===== src/rtl/ysyx_22051013_axi_lsu_master_pkg.sv =====
// Shared definitions for the LSU AXI4-lite master and its behavioural memory slave:
// FSM state encoding, AXI response codes, access-size encodings and the alignment helper.
package ysyx_22051013_axi_lsu_master_pkg;

  typedef enum logic [2:0] {
    ST_IDLE,
    ST_RADDR,
    ST_RDATA,
    ST_WREQ,
    ST_WRESP,
    ST_DONE
  } lsu_state_e;

  localparam logic [1:0] RESP_OKAY   = 2'b00;
  localparam logic [1:0] RESP_SLVERR = 2'b10;
  localparam logic [1:0] RESP_DECERR = 2'b11;

  localparam logic [1:0] SIZE_B = 2'd0;
  localparam logic [1:0] SIZE_H = 2'd1;
  localparam logic [1:0] SIZE_W = 2'd2;
  localparam logic [1:0] SIZE_D = 2'd3;

  // True when the low address bits are not a multiple of the access size.
  function automatic logic addr_misaligned(input logic [2:0] addr_lo, input logic [1:0] size);
    case (size)
      SIZE_H:  return addr_lo[0];
      SIZE_W:  return |addr_lo[1:0];
      SIZE_D:  return |addr_lo;
      default: return 1'b0;
    endcase
  endfunction

endpackage


===== src/rtl/ysyx_22051013_axi_lsu_master.sv =====
// AXI4-lite data-side master behind the LSU stage. Converts one load/store request at a
// time into an AXI-lite read or write, raises ls_not_ready while busy and presents the
// result in DONE until the LS-WB register accepts it.
// Optional: define YSYX_22051013_LSU_MISALIGN_CHK_EN to reject size-misaligned requests
// without touching the bus (rsp_err=1, rsp_rdata=0).
module ysyx_22051013_axi_lsu_master
  import ysyx_22051013_axi_lsu_master_pkg::*;
#(
  parameter int ADDR_W = 64,
  parameter int DATA_W = 64,
  parameter int STRB_W = DATA_W / 8
) (
  input  logic              clk,
  input  logic              rst,
  input  logic              req_valid,
  input  logic              req_wen,
  input  logic [ADDR_W-1:0] req_addr,
  input  logic [DATA_W-1:0] req_wdata,
  input  logic [STRB_W-1:0] req_wstrb,
  input  logic [1:0]        req_size,
  input  logic              ls_accept,
  output logic              ls_not_ready,
  output logic              rsp_valid,
  output logic [DATA_W-1:0] rsp_rdata,
  output logic              rsp_err,
  output logic [ADDR_W-1:0] ar_addr,
  output logic              ar_valid,
  input  logic              ar_ready,
  input  logic [DATA_W-1:0] r_data,
  input  logic [1:0]        r_resp,
  input  logic              r_valid,
  output logic              r_ready,
  output logic [ADDR_W-1:0] aw_addr,
  output logic              aw_valid,
  input  logic              aw_ready,
  output logic [DATA_W-1:0] w_data,
  output logic [STRB_W-1:0] w_strb,
  output logic              w_valid,
  input  logic              w_ready,
  input  logic [1:0]        b_resp,
  input  logic              b_valid,
  output logic              b_ready
);

  lsu_state_e state, state_nxt;
  logic [ADDR_W-1:0] addr_q;
  logic [DATA_W-1:0] wdata_q;
  logic [STRB_W-1:0] wstrb_q;
  logic [DATA_W-1:0] rdata_q;
  logic err_q;
  logic aw_done, w_done;
  logic misaligned;

`ifdef YSYX_22051013_LSU_MISALIGN_CHK_EN
  assign misaligned = addr_misaligned(req_addr[2:0], req_size);
`else
  logic unused_req_size;
  assign misaligned      = 1'b0;
  assign unused_req_size = ^req_size;
`endif

  // The bus always sees the latched request, never the live LSU inputs.
  assign ar_addr   = addr_q;
  assign aw_addr   = addr_q;
  assign w_data    = wdata_q;
  assign w_strb    = wstrb_q;
  assign rsp_rdata = rdata_q;
  assign rsp_err   = err_q;

  // State register.
  always_ff @(posedge clk) begin
    if (rst) state <= ST_IDLE;
    else     state <= state_nxt;
  end

  // Next-state and channel handshake outputs.
  always_comb begin
    // NOTE: every output gets a default before the case so no path leaves it unassigned,
    // which would otherwise infer a latch.
    state_nxt    = state;
    ls_not_ready = 1'b0;
    rsp_valid    = 1'b0;
    ar_valid     = 1'b0;
    r_ready      = 1'b0;
    aw_valid     = 1'b0;
    w_valid      = 1'b0;
    b_ready      = 1'b0;
    case (state)
      ST_IDLE: begin
        if (req_valid) begin
          ls_not_ready = 1'b1;
          if (misaligned)   state_nxt = ST_DONE;
          else if (req_wen) state_nxt = ST_WREQ;
          else              state_nxt = ST_RADDR;
        end
      end
      ST_RADDR: begin
        ls_not_ready = 1'b1;
        ar_valid     = 1'b1;
        if (ar_ready) state_nxt = ST_RDATA;
      end
      ST_RDATA: begin
        ls_not_ready = 1'b1;
        r_ready      = 1'b1;
        if (r_valid) state_nxt = ST_DONE;
      end
      ST_WREQ: begin
        ls_not_ready = 1'b1;
        aw_valid     = ~aw_done;
        w_valid      = ~w_done;
        if ((aw_done | aw_ready) && (w_done | w_ready)) state_nxt = ST_WRESP;
      end
      ST_WRESP: begin
        ls_not_ready = 1'b1;
        b_ready      = 1'b1;
        if (b_valid) state_nxt = ST_DONE;
      end
      ST_DONE: begin
        rsp_valid = 1'b1;
        if (ls_accept) state_nxt = ST_IDLE;
      end
      default: state_nxt = ST_IDLE;
    endcase
  end

  // Request latch, write-half tracking and response capture.
  always_ff @(posedge clk) begin
    if (rst) begin
      addr_q  <= '0;
      wdata_q <= '0;
      wstrb_q <= '0;
      aw_done <= 1'b0;
      w_done  <= 1'b0;
      rdata_q <= '0;
      err_q   <= 1'b0;
    end else begin
      case (state)
        ST_IDLE: begin
          if (req_valid) begin
            addr_q  <= req_addr;
            wdata_q <= req_wdata;
            wstrb_q <= req_wstrb;
            aw_done <= 1'b0;
            w_done  <= 1'b0;
            if (misaligned) begin
              rdata_q <= '0;
              err_q   <= 1'b1;
            end
          end
        end
        ST_RDATA: begin
          if (r_valid) begin
            rdata_q <= r_data;
            err_q   <= (r_resp != RESP_OKAY);
          end
        end
        ST_WREQ: begin
          if (aw_valid && aw_ready) aw_done <= 1'b1;
          if (w_valid && w_ready)   w_done  <= 1'b1;
        end
        ST_WRESP: begin
          if (b_valid) err_q <= (b_resp != RESP_OKAY);
        end
        ST_DONE: begin
          if (ls_accept) err_q <= 1'b0;
        end
        default: ;
      endcase
    end
  end

endmodule

===== config.mk =====
export PLATFORM = sky130hd
export DESIGN_NAME = ysyx_22051013_axi_lsu_master
export DESIGN_NICKNAME = d
export VERILOG_FILES = /design/src/rtl/ysyx_22051013_axi_lsu_master_pkg.sv /design/src/rtl/ysyx_22051013_axi_lsu_master.sv
export SDC_FILE = /design/constraint.sdc
export NUM_CORES = 1
export LEC_CHECK = 0
export BUFFER_PORTS_ARGS = -buffer_cell sky130_fd_sc_hd__buf_2
export CAP_MARGIN = 20
export CORE_AREA = 2 2 189 191
export DETAILED_ROUTE_END_ITERATION = 10
export DIE_AREA = 0 0 191 193
export HOLD_SLACK_MARGIN = 0.03
export PLACE_DENSITY = 0.5
export SYNTH_ARGS = -nofsm -noshare
export SYNTH_HDL_FRONTEND = slang
export SYNTH_SLANG_ARGS = --single-unit

===== constraint.sdc =====
create_clock -name clk -period 3.1 [get_ports clk]
set_input_delay 0.155 -clock clk [delete_from_list [all_inputs] [get_ports clk]]
set_output_delay 0.155 -clock clk [all_outputs]
set_load 0.03 [all_outputs]

[Word-level counts from Yosys, hierarchy flattened]
Cells that the tools add are included.
Storage, ports and cells
  flip-flop bits (word level): 206
  output and inout port bits: 272
  word-level logic and storage cells: 65
Operators by class
  reduce and logical (&&, ||, !) cells: 15
  multiplexer cells: 25
  bitwise gates (word level): 4
  eq/ne operators: 13
Operators with widths (count)
  two-way mux 3 bit: 6
  one-hot mux 3 bit (6 select lines): 1
  inequality test 2 bit (second input constant): 8
  two-way mux 1 bit: 13
  equality test 3 x 2 -> 1 bit (second input constant): 2
  equality test 3 bit (second input constant): 2
  one-hot mux 1 bit (2 select lines): 3
  AND reduction 3 bit: 2
  AND reduction 6 bit: 1
  nonzero test 2 bit: 3
  AND reduction 2 bit: 2
  AND reduction 4 bit: 1
  OR reduction 4 bit: 1
  equality test 3 x 1 -> 1 bit (second input constant): 1
  logical AND 1 bit: 3
  zero test 3 bit: 1
  one-hot mux 1 bit (3 select lines): 1
  nonzero test 3 bit: 1
  two-way mux 2 bit: 1
  NOT 1 bit: 2
  OR 1 bit: 2

[Depth between registers and ports, before layout]
Gate-level depths: netlist of the first run.
  depth after elaboration: 5
  mapped depth: 7
  depth with buffers taken out: 4

[Worst setup path before layout of the first run]
OpenSTA, ideal clock, no wires.
  kind: flip-flop to flip-flop
  start: register state[2]
  end: register err_q, in the netlist rsp_err
  required time: 3.042 ns
  buffers on the path: 2
  period minus slack after synthesis: 1.545 ns
  stages on the path, launching flop included: 7
  arrival: 1.487 ns
  slack: 1.555 ns
  cell sequence: dfxtp_1 -> buf_6 -> nor3b_4 -> nand2_1 -> buf_2 -> a221oi_1 -> o21ba_1
On the way
  longest elaborated chain between the ends: 3
Ends and longest elaborated chain
  start, declared: line ysyx_22051013_axi_lsu_master.sv:45  | lsu_state_e state, state_nxt;
  start signal, assigned: line ysyx_22051013_axi_lsu_master.sv:73  | else state <= state_nxt;
  equality test 3 bit or equality test 3 x 2 -> 1 bit (tied branches): line ysyx_22051013_axi_lsu_master.sv:137  | case (state)
  inequality test 2 bit (no line) or nonzero test 3 bit (tied branches)
  AND reduction 4 bit (no line)
  end signal, assigned: line ysyx_22051013_axi_lsu_master.sv:154  | err_q <= (r_resp != RESP_OKAY);
  end signal, assigned: line ysyx_22051013_axi_lsu_master.sv:162  | if (b_valid) err_q <= (b_resp != RESP_OKAY);
  end, declared: line ysyx_22051013_axi_lsu_master.sv:50  | logic err_q;
Parallel ways exist; a longest one is shown, timed or not.
A chain may end at the register's enable or synchronous reset.

[Worst setup path after layout of the first run]
  start: register state[0]
  end: output port aw_valid
On the way
  longest elaborated chain between the ends: 2
Ends and longest elaborated chain
  equality test 3 x 2 -> 1 bit: line ysyx_22051013_axi_lsu_master.sv:88  | case (state)
  two-way mux 1 bit: line ysyx_22051013_axi_lsu_master.sv:88
  end, declared: line ysyx_22051013_axi_lsu_master.sv:34  | output logic aw_valid,
No other way between the ends.

==> impl_results.md, run 1 <==
* WP data required at approximately 3 ns
* DR vias/cell at between 4 and 5
* Crit path launch: state[0]
* Flop pwr share at 0.389
* DR vias at 8,593
* Worst EP arrival at around 2.2 ns
* Type of origin of the critical path: flop
* Port Buf Inserts at 485
* DR DRC count at 0
* Flop2flop setup slack at around 0.98 ns
* Overall routing resource usage at 0.1431
* Logic pwr share at 0.276
* HP Class: in2reg
* Pwr dens at 611.8 nW/um2
* Number of DRC markers in iteration 0 at 315
* Max Cap Viol at 0
* Period utilization at 0.7725
* Most frequent cell after synthesis: nand2_1
* Initial antenna violation count at 0
* Post-Syn Area at about 7800 um2
* Final ANT Viol Nets at 0
* Total net switching power at 2691 uW
* First-pass GRT wire length at roughly 42 mm
* GRT overflow at 0
* Slew Viols, Final at 0
* Worst VDD drop at 0.4132 mV
* Syn nets at 1,207
* Setup TNS at 0 ns
* Slew HR at 0.4690
* Final core utilization at 0.3692
* Nets at 1,799
* CTS Root Cell: clkbuf_16
* CP max FO at 18
* Ports at 488
* Cts bufs inserted at 24
* Drt first pass iters at 4
* Buffer depth of the longest clock path at 3
* Clk Latency, worst-skew pair at around 0.52 ns
* CTS resizes at 0
* Placed Instances at 1,814
* Hold WS at 0.05236 ns
* RSZ-0062 raised after global routing: false
* Fmax at around 420 MHz
* Sw frac at 0.3408
* Setup Fix Bufs, Post-CTS at 0
* Placed wire-length estimate at 18.98 mm
* GP Congestion at 0.7444
* Post-synth top cells: 403 x nand2_1, 206 x dfxtp_1, 201 x a21oi_1, 72 x buf_4, 31 x buf_2
* Sequential area share after synthesis at 0.5288
* Drt wl/cell at roughly 14 um
* Top FF cell, synth: dfxtp_1
* CTS tree: yes
* Cell variety after synth at 28
* Overall power at between 7000 and 8000 uW
* Synth top area share at 0.5288
* Worst-path clk slew at 0.06 ns
* Clk sink count at around 210
* EDFF count, synth at 0
* FILL cells at roughly 3,600
* Clock Skew at 0.006662 ns
* CTS H-tree lvls at 1
* Layout area overhead at 65.52%
* Final hold vios at 0
* Outcome: finished, final reports clean
* Core box area at 34,960 um2
* Synthesized netlist cell count at 991
* Number of synthesized register bits at 206
* Initial core utilization at 0.2230
* Pleak at around 0.006 uW
* Cell family with most CP delay: flip-flops
* Buf/Inv on CP at 1
* N_diodes at 0
* CTS Hold Bufs at approximately 200
* Vias in the first global route at 8,116
* Critical Path Sink Type: primary output
* Ys async rst share at 0
* Slowest cell on crit path: dfxtp_1
* Std-Cell Rows at 69
* P_int at 5206 uW
* Non-Filler Instances at 2,060
* Yosys warning total at 0
* Crit-path max cell delay at 0.84 ns
* Worst Tran Pin Value at ~0.80 ns
* Most area-consuming cells after synthesis: dfxtp_1 53%, nand2_1 19%, a21oi_1 13%
* Sequential cell area at 4124 um2
* Final setup vio count at 0
* Hold_sp: rst
* Setup CP Type: reg2out
* Biggest area consumer among synthesized cells: dfxtp_1
* Die height at 193 um
* Die area at 36,860 um2
* R2R Path Start: state[0]
* Share of layout cells above drive strength 1 at 0.3340
* Area of the multi-input gates at 2839 um2
* Post-Route WL at 28.94 mm
* Final Critical Period at around 2.4 ns
* Clock Power Share at 0.335
* Avg Synthesized Cell Area at just under 8 um2
* Largest net degree at the start of global routing at 81
* Die X at 191 um
* Crit path cell chain: nand2b_1, or2_2, nor2_1, buf_2
[cells by family (layout without fill, tap and decap cells)]
logic type,Yosys count,count (layout),synth area share
multiplexers,2,2,0.002567
AND/OR/NAND/NOR,432,432,0.2156
AO/OA/AOI/OAI,216,216,0.1426
flip-flops,206,206,0.5288
buffers and inverters,135,743,0.1104
[power by group through the flow]
stage | combinational (uW) | sequential [uW] | clock (uW)
floorplan | 991 | 3560 | 0
global placement | 1980 | 3120 | 0
detailed placement | 1990 | 3130 | 0
CTS | 2200 | 3080 | 2750
global route | 2360 | 3110 | 2850
finish | 2180 | 3080 | 2640
[cell type report]
type / count / area share
inverters: 1 / 0.0002908
clock buffers: 40 / 0.05593
clock inverters: 2 / 0.0007754
well taps: 461 / 0.04468
repair buffers: 700 / 0.3589
flip-flops and latches: 206 / 0.3195
multi-input cells: 650 / 0.2199
[metrics by stage]
stage,cell area (um2),setup WS [ns]
finish,12910,0.7051
global route,12910,0.4527
CTS,12910,0.5654
detailed placement,10130,0.8919
global placement,10130,0.9892
floorplan,7799,1.555
[cells in the final DEF, fill, tap and decap left out, types with 4 or more instances in the layout]
cell           count
nor2b_1            5
nor2_1            12
buf_2            484
a21oi_1          201
buf_12             6
nand2_1          402
clkbuf_8           4
dlygate4sd3_1    204
o21ai_0            6
clkbuf_1          11
dfxtp_1          206
buf_4              5
clkbuf_16         25
[registers in the layout, summed over array words and instances (netlist names)]
signal     cells
ar_addr       64
aw_done        1
w_data        64
w_done         1
rsp_err        1
state          3
rsp_rdata     64
w_strb         8
[per-layer routing]
layer,track usage,part of all wire,vias up
met4,0.04353,0.021,0
met3,0.03729,0.081,34
met2,0.2660,0.50,335
met5,0,0,-
li1,-,-,4295
met1,0.1592,0.39,3929
[path summary, 6_finish.rpt]
check                     end  cells past startpoint
setup / recovery     aw_valid                      4
hold / removal    ar_addr[30]                      2
setup reg to reg  ar_addr[37]                      5
hold reg to reg    w_data[62]                      2
(Power assumes the default switching activity.)
==> inputs of run 2 (changes only) <==
Settings changed: CORE_AREA 2 2 189 191 to 2 2 188 190, DIE_AREA 0 0 191 193 to 0 0 190 192, PLACE_DENSITY 0.5 to 0.52.
Clock period 3.1 ns to 2.1 ns, I/O delays scaled along.
==> run 2 against run 1 <==
  * Critical path type unchanged
  * Wire length down 2.2%
  * Critical path depth rose by 1
  * Die area decreased by 1.0%
  * Combinational power rose by 51%
==> impl_results.md, run 2 (same netlist as run 1, synthesis figures left out) <==
* Outcome: finished, final reports clean
* Max Cap Viol at 0 (unchanged)
* Post-place setup slack at 0.3302 ns (-0.5617 ns)
* Drt first pass iters at 5 (+1)
* Busiest grt layer: met2
* Die area at 36,480 um2 (-1.0%)
* CTS tree: yes
* CP max FO at 15 (-3)
* WHS Endpoint: rsp_err
* Post-Route WL at 28.30 mm (-2.2%)
* Crit path cell chain: buf_6, nand2b_1, or2_2, nor2_1, buf_2
* Slew HR at 0.5348 (+0.06582)
* Placed wire-length estimate at 19.01 mm (+0.17%)
* Layout area overhead at 67.16%
* Nets at 1,811 (+0.67%)
* Largest net degree at the start of global routing at 65 (-20%)
* Met1 Use GR at 0.1637 (+0.004497)
* Drt wl/cell at 13.71 um (-2.5%)
* Final ANT Viol Nets at 0 (unchanged)
* Hold Crit Depth at 4 (+2)
* Type of origin of the critical path: flop
* Worst EP arrival at 1.84 ns (-0.40 ns)
* Grt met3 use at 0.03435 (-0.002935)
* Fmax at 515.0 MHz
* Hold WS at 0.07131 ns (+0.01895 ns)
* P_int at 7728 uW (+48%)
* Crit-path max cell delay at 0.40 ns (-0.44 ns)
* Clk Latency, worst-skew pair at 0.52 ns (about the same)
* Worst r2r path cells at 5 (unchanged)
* Final setup vio count at 0 (unchanged)
* Final Critical Period at 1.942 ns
* Share of layout cells above drive strength 1 at 0.3400 (+0.006004)
* Period utilization at 0.9246
* Pleak at 0.006117 uW (+1.2%)
* Flop pwr share at 0.387 (-0.002)
* Die X at 190 um (-0.52%)
* Met2 GRT Util at 0.2617 (-0.004375)
* Setup Fix Bufs, Post-CTS at 0 (unchanged)
* Most common cell after layout, fill and taps aside: buf_2
* Commonest non-fill, non-tap cells in the layout: 484 x buf_2, 402 x nand2_1, 206 x dlygate4sd3_1, 204 x dfxtp_1, 201 x a21oi_1
* WP data required at 2.00 ns (-0.94 ns)
* Pwr dens at 896.7 nW/um2 (+47%)
* Setup CP Type: reg2out
* DR vias/cell at 4.155 (-0.38%)
* Ports at 488 (unchanged)
* GP Congestion at 0.7521 (+1.0%)
* Number of DRC markers in iteration 0 at 219 (-30%)
* Worst-path clk slew at 0.06 ns (about the same)
* Initial antenna violation count at 1 (+1)
* Vias in the first global route at 8,324 (+2.6%)
* Cts bufs inserted at 24 (unchanged)
* Clock Power Share at 0.332 (-0.003)
* Worst R2R End: rsp_rdata[34]
* Clock Skew at 0.01201 ns (+0.005348 ns)
* GRT overflow at 0 (unchanged)
* Overall routing resource usage at 0.1432 (about the same)
* Port Buf Inserts at 485 (unchanged)
* DR vias at 8,581 (-0.14%)
* CTS Root Cell: clkbuf_16
* Critical Path Sink Type: primary output
* CTS H-tree lvls at 1 (unchanged)
* Die height at 192 um (-0.52%)
* Final critical-path setup slack at 0.1583 ns (-0.5468 ns)
* RSZ-0062 raised after global routing: false
* Slew Viols, Final at 0 (unchanged)
* Std-Cell Rows at 68 (-1.4%)
* Clk sink count at 206 (unchanged)
* DR DRC count at 0 (unchanged)
* Final hold vios at 0 (unchanged)
* Core box area at 34,290 um2 (-1.9%)
* Buffer depth of the longest clock path at 3 (unchanged)
* Worst Tran Pin Value at 0.6978 ns (-0.09764 ns)
* First-pass GRT wire length at 42.45 mm (+0.33%)
* Sw frac at 0.3388 (-0.001934)
* Buf/Inv on CP at 2 (+1)
* Hold_sp: r_resp[1]
* Setup TNS at 0 ns (unchanged)
* Cell family with most CP delay: simple AND/OR/NAND/NOR gates
* Flop2flop setup slack at 0.31 ns (-0.67 ns)
* Initial core utilization at 0.2274 (+0.004403)
* R2R Path Start: state[2]
* Logic pwr share at 0.281 (+0.005)
* Total net switching power at 3961 uW (+47%)
* HP Class: in2reg
* Worst VDD drop at 0.5989 mV (+45%)
* Slowest cell on crit path: dfxtp_2
## run 2: cell count changes in the layout (fill, tap and decap cells not counted), moves of 2 or more
| cell | change |
|---|---|
| dfxtp_2 | +2 |
| buf_4 | +6 |
| dlygate4sd3_1 | +2 |
| clkbuf_1 | -3 |
| buf_12 | +3 |
| dfxtp_1 | -2 |
## run 2: worst max-delay path by stage
| stage | startpoint | to | slack, ns | cells after the start |
|---|---|---|---|---|
| after global routing | state[2] | b_ready | 0.03 | 4 |
| after detailed placement | state[2] | rsp_rdata[27] | 0.33 | 5 |
| final | state[0] | w_valid | 0.16 | 5 |
| after floorplan | state[2] | rsp_err | 0.55 | 6 |
| after CTS | state[1] | w_valid | 0.03 | 4 |
| after global placement | state[2] | w_data[34] | 0.35 | 5 |
## run 2: power groups by stage
| stage | sequential (uW) | clock, uW | combinational (uW) |
|---|---|---|---|
| CTS | 4520 | 4020 | 3310 |
| finish | 4520 | 3880 | 3290 |
| floorplan | 5260 | 0 | 1460 |
| detailed placement | 4600 | 0 | 3000 |
| global placement | 4590 | 0 | 2990 |
| global route | 4570 | 4160 | 3550 |
## run 2: area by class of cell
cell class,count,area [um2]
antenna,1,2.502
clock buffer,37,710.7
clock inverter,3,15.01
fill,3471,21250
inverter,1,3.754
multi-input combinational,650,2839
sequential,206,4126
tap,455,569.3
timing repair buffer,712,4770
## run 2: worst register-to-register path, cell delays in order, from the launching register on
cell and delay, ns:
dfxtp_1 0.56, nor3b_4 0.10, nand2_2 0.12, buf_4 0.53, nand2_1 0.20, a21oi_1 0.20
## run 2: layer usage
layer | wire length (um) | part of all wire
met2 | 14310 | 0.51
met3 | 2130 | 0.075
met1 | 11150 | 0.39
met5 | 0 | 0
met4 | 713 | 0.025
## run 2: stage by stage
step	cell area (um2)	utilization	total power (uW)	cells
6_report	13040	0.3802	11690	2065
5_1_grt	13040	0.3802	12280	2065
4_1_cts	13030	0.3800	11850	2064
3_5_place_dp	10240	0.2986	7598	1818
3_3_place_gp	10240	0.2986	7574	1818
2_1_floorplan	7799	-	6721	991
## run 2: repair_timing
item / in CTS / in global routing
cloned: 0 / 0
endpoints found under the hold margin: 205 / 0
hold buffers: 206 / 0
gates resized for setup: 1 / 2
setup endpoints to repair: 2 / 2
==> inputs of run 3 (changes only) <==
Settings changed: RECOVER_POWER set to 50.
==> run 3 against run 2 <==
  * Clock skew shrank 0.0014 ns
  * Combinational power shrank 4%
  * Non-clock buffer count unchanged
  * Critical endpoint unchanged
==> impl_results.md, run 3 (same netlist as run 1, synthesis figures left out) <==
* Outcome: finished, final reports clean
* Overall routing resource usage at 0.1432 (unchanged)
* Nets at 1,811 (unchanged)
* Worst-path clk slew at 0.06 ns (about the same)
* CTS H-tree lvls at 1 (unchanged)
* Final Critical Period at 1.940 ns (-0.001740 ns)
* Met2 wire length at 14.20 mm (-0.74%)
* R2R Path Start: state[2]
* Hold_sp: r_resp[1]
* Initial antenna violation count at 1 (unchanged)
* Final ANT Viol Nets at 0 (unchanged)
* Worst VDD drop at 0.6002 mV (+0.22%)
* Std-Cell Rows at 68 (unchanged)
* Share of layout cells above drive strength 1 at 0.1914 (-0.1485)
* Final hold vios at 0 (unchanged)
* WHS Endpoint: rsp_err
* FILL cells at 3,608 (+3.9%)
* Number of DRC markers in iteration 0 at 246 (+12%)
* RSZ-0062 raised after global routing: false
* Met3 wire len at 2.180 mm (+2.3%)
* Cell family with most CP delay: simple AND/OR/NAND/NOR gates
* Slew HR at 0.5337 (-0.001118)
* Final core utilization at 0.3715 (-0.008721)
* Most common cell after layout, fill and taps aside: nand2_1
* Flop2flop setup slack at 0.30 ns (about the same)
* Largest net degree at the start of global routing at 65 (unchanged)
* Initial core utilization at 0.2274 (unchanged)
* HP Class: in2reg
* CTS Root Cell: clkbuf_16
* Worst EP arrival at 1.83 ns (about the same)
* Placed Area at 10,240 um2 (unchanged)
* Drt first pass iters at 4 (-1)
* Post-Route WL at 28.41 mm (+0.38%)
* CP max FO at 15 (unchanged)
* GP Congestion at 0.7521 (unchanged)
* Clk sink count at 206 (unchanged)
* Worst R2R End: rsp_rdata[34]
* DR DRC count at 0 (unchanged)
* Hold Crit Depth at 4 (unchanged)
* Cts bufs inserted at 24 (unchanged)
* First-pass GRT wire length at 42.45 mm (unchanged)
* Setup TNS at 0 ns (unchanged)
* Commonest non-fill, non-tap cells in the layout: 402 x nand2_1, 247 x clkbuf_1, 245 x buf_2, 206 x dlygate4sd3_1, 204 x dfxtp_1
* Die X at 190 um (unchanged)
* Layout area overhead at 63.32%
* WP data required at 2.00 ns (about the same)
* Worst Tran Pin Value at 0.6995 ns (+0.001678 ns)
* DR vias/cell at 4.179 (+0.56%)
* Die height at 192 um (unchanged)
* Final setup vio count at 0 (unchanged)
* Type of origin of the critical path: flop
* Placed wire-length estimate at 19.01 mm (unchanged)
* Crit path cell chain: buf_6, nand2b_1, or2_2, nor2_1, buf_2
* Ports at 488 (unchanged)
* Worst r2r path cells at 5 (unchanged)
* Fmax at 515.5 MHz (about the same)
* Clk Latency, worst-skew pair at 0.51 ns (about the same)
* Max Cap Viol at 0 (unchanged)
* DR vias at 8,629 (+0.56%)
* Port Buf Inserts at 485 (unchanged)
* Pleak at 0.005128 uW (-16%)
* CTS tree: yes
* Core box area at 34,290 um2 (unchanged)
* Buffer depth of the longest clock path at 3 (unchanged)
* Drt wl/cell at 13.76 um (+0.38%)
* GRT overflow at 0 (unchanged)
* Critical Path Sink Type: primary output
* Overall power at 11,590 uW (-0.87%)
* Setup CP Type: reg2out
* Buf/Inv on CP at 2 (unchanged)
* Design area at 12,740 um2 (-2.3%)
* Pwr dens at 909.7 nW/um2 (+1.5%)
* Met1 wire length at 11.27 mm (+1.1%)
* Slew Viols, Final at 0 (unchanged)
* Vias in the first global route at 8,324 (unchanged)
* Die area at 36,480 um2 (unchanged)
* Slowest cell on crit path: dfxtp_2
* Clock Skew at 0.01059 ns (-0.001417 ns)
* Period utilization at 0.9238 (about the same)
* Crit-path max cell delay at 0.40 ns (about the same)
* Top sig layer: met4
## run 3: where the power goes
part,switching (uW),total (uW),leakage (uW),internal [uW]
Combinational,2140,3170,0.00309,1030
Clock,1580,3880,0.000358,2300
Sequential,255,4540,0.00168,4280
## run 3: routing by layer
layer / track usage / vias to the layer above
met5: 0 / -
met4: 0.04592 / 0
met3: 0.03435 / 51
met2: 0.2617 / 334
met1: 0.1637 / 3926
li1: - / 4318
## run 3: how the worst max path moves through the flow
stage	to	from	cells after the start	slack, ns
after CTS	w_valid	state[1]	4	0.03
after global routing	b_ready	state[2]	4	0.03
after global placement	w_data[34]	state[2]	5	0.35
final	w_valid	state[0]	5	0.16
after detailed placement	rsp_rdata[27]	state[2]	5	0.33
after floorplan	rsp_err	state[2]	6	0.55
## run 3: layout make-up
class | instances | area [um2] | share of cell area
diodes | 1 | 2.502 | 0.0001965
flip-flops and latches | 206 | 4126 | 0.3240
clock inverters | 3 | 15.01 | 0.001179
multi-input cells | 650 | 2839 | 0.2229
clock buffers | 37 | 710.7 | 0.05580
inverters | 1 | 3.754 | 0.0002947
repair buffers | 712 | 4471 | 0.3510
well taps | 455 | 569.3 | 0.04470
## run 3: timing repair
item                       4_1_cts  5_1_grt
hold endpoints to repair       205        0
setup buffers                    0        0
gates resized for setup          1        2
setup endpoints to repair        2        2
hold buffers                   206        0
## run 3: tightest hold or removal path, cell delays in order
cell and delay [ns]:
buf_2 0.07, nor3_1 0.04, a221oi_1 0.20, o21ba_1 0.14
## run 3: per-stage QoR
stage	instances	hold slack, ns	worst slack, ns
2_1_floorplan	991	0.2410	0.5546
3_3_place_gp	1818	0.3450	0.3467
3_5_place_dp	1818	0.3496	0.3302
4_1_cts	2064	0.05664	0.02507
5_1_grt	2065	0.1299	0.02827
6_report	2065	0.07247	0.1601
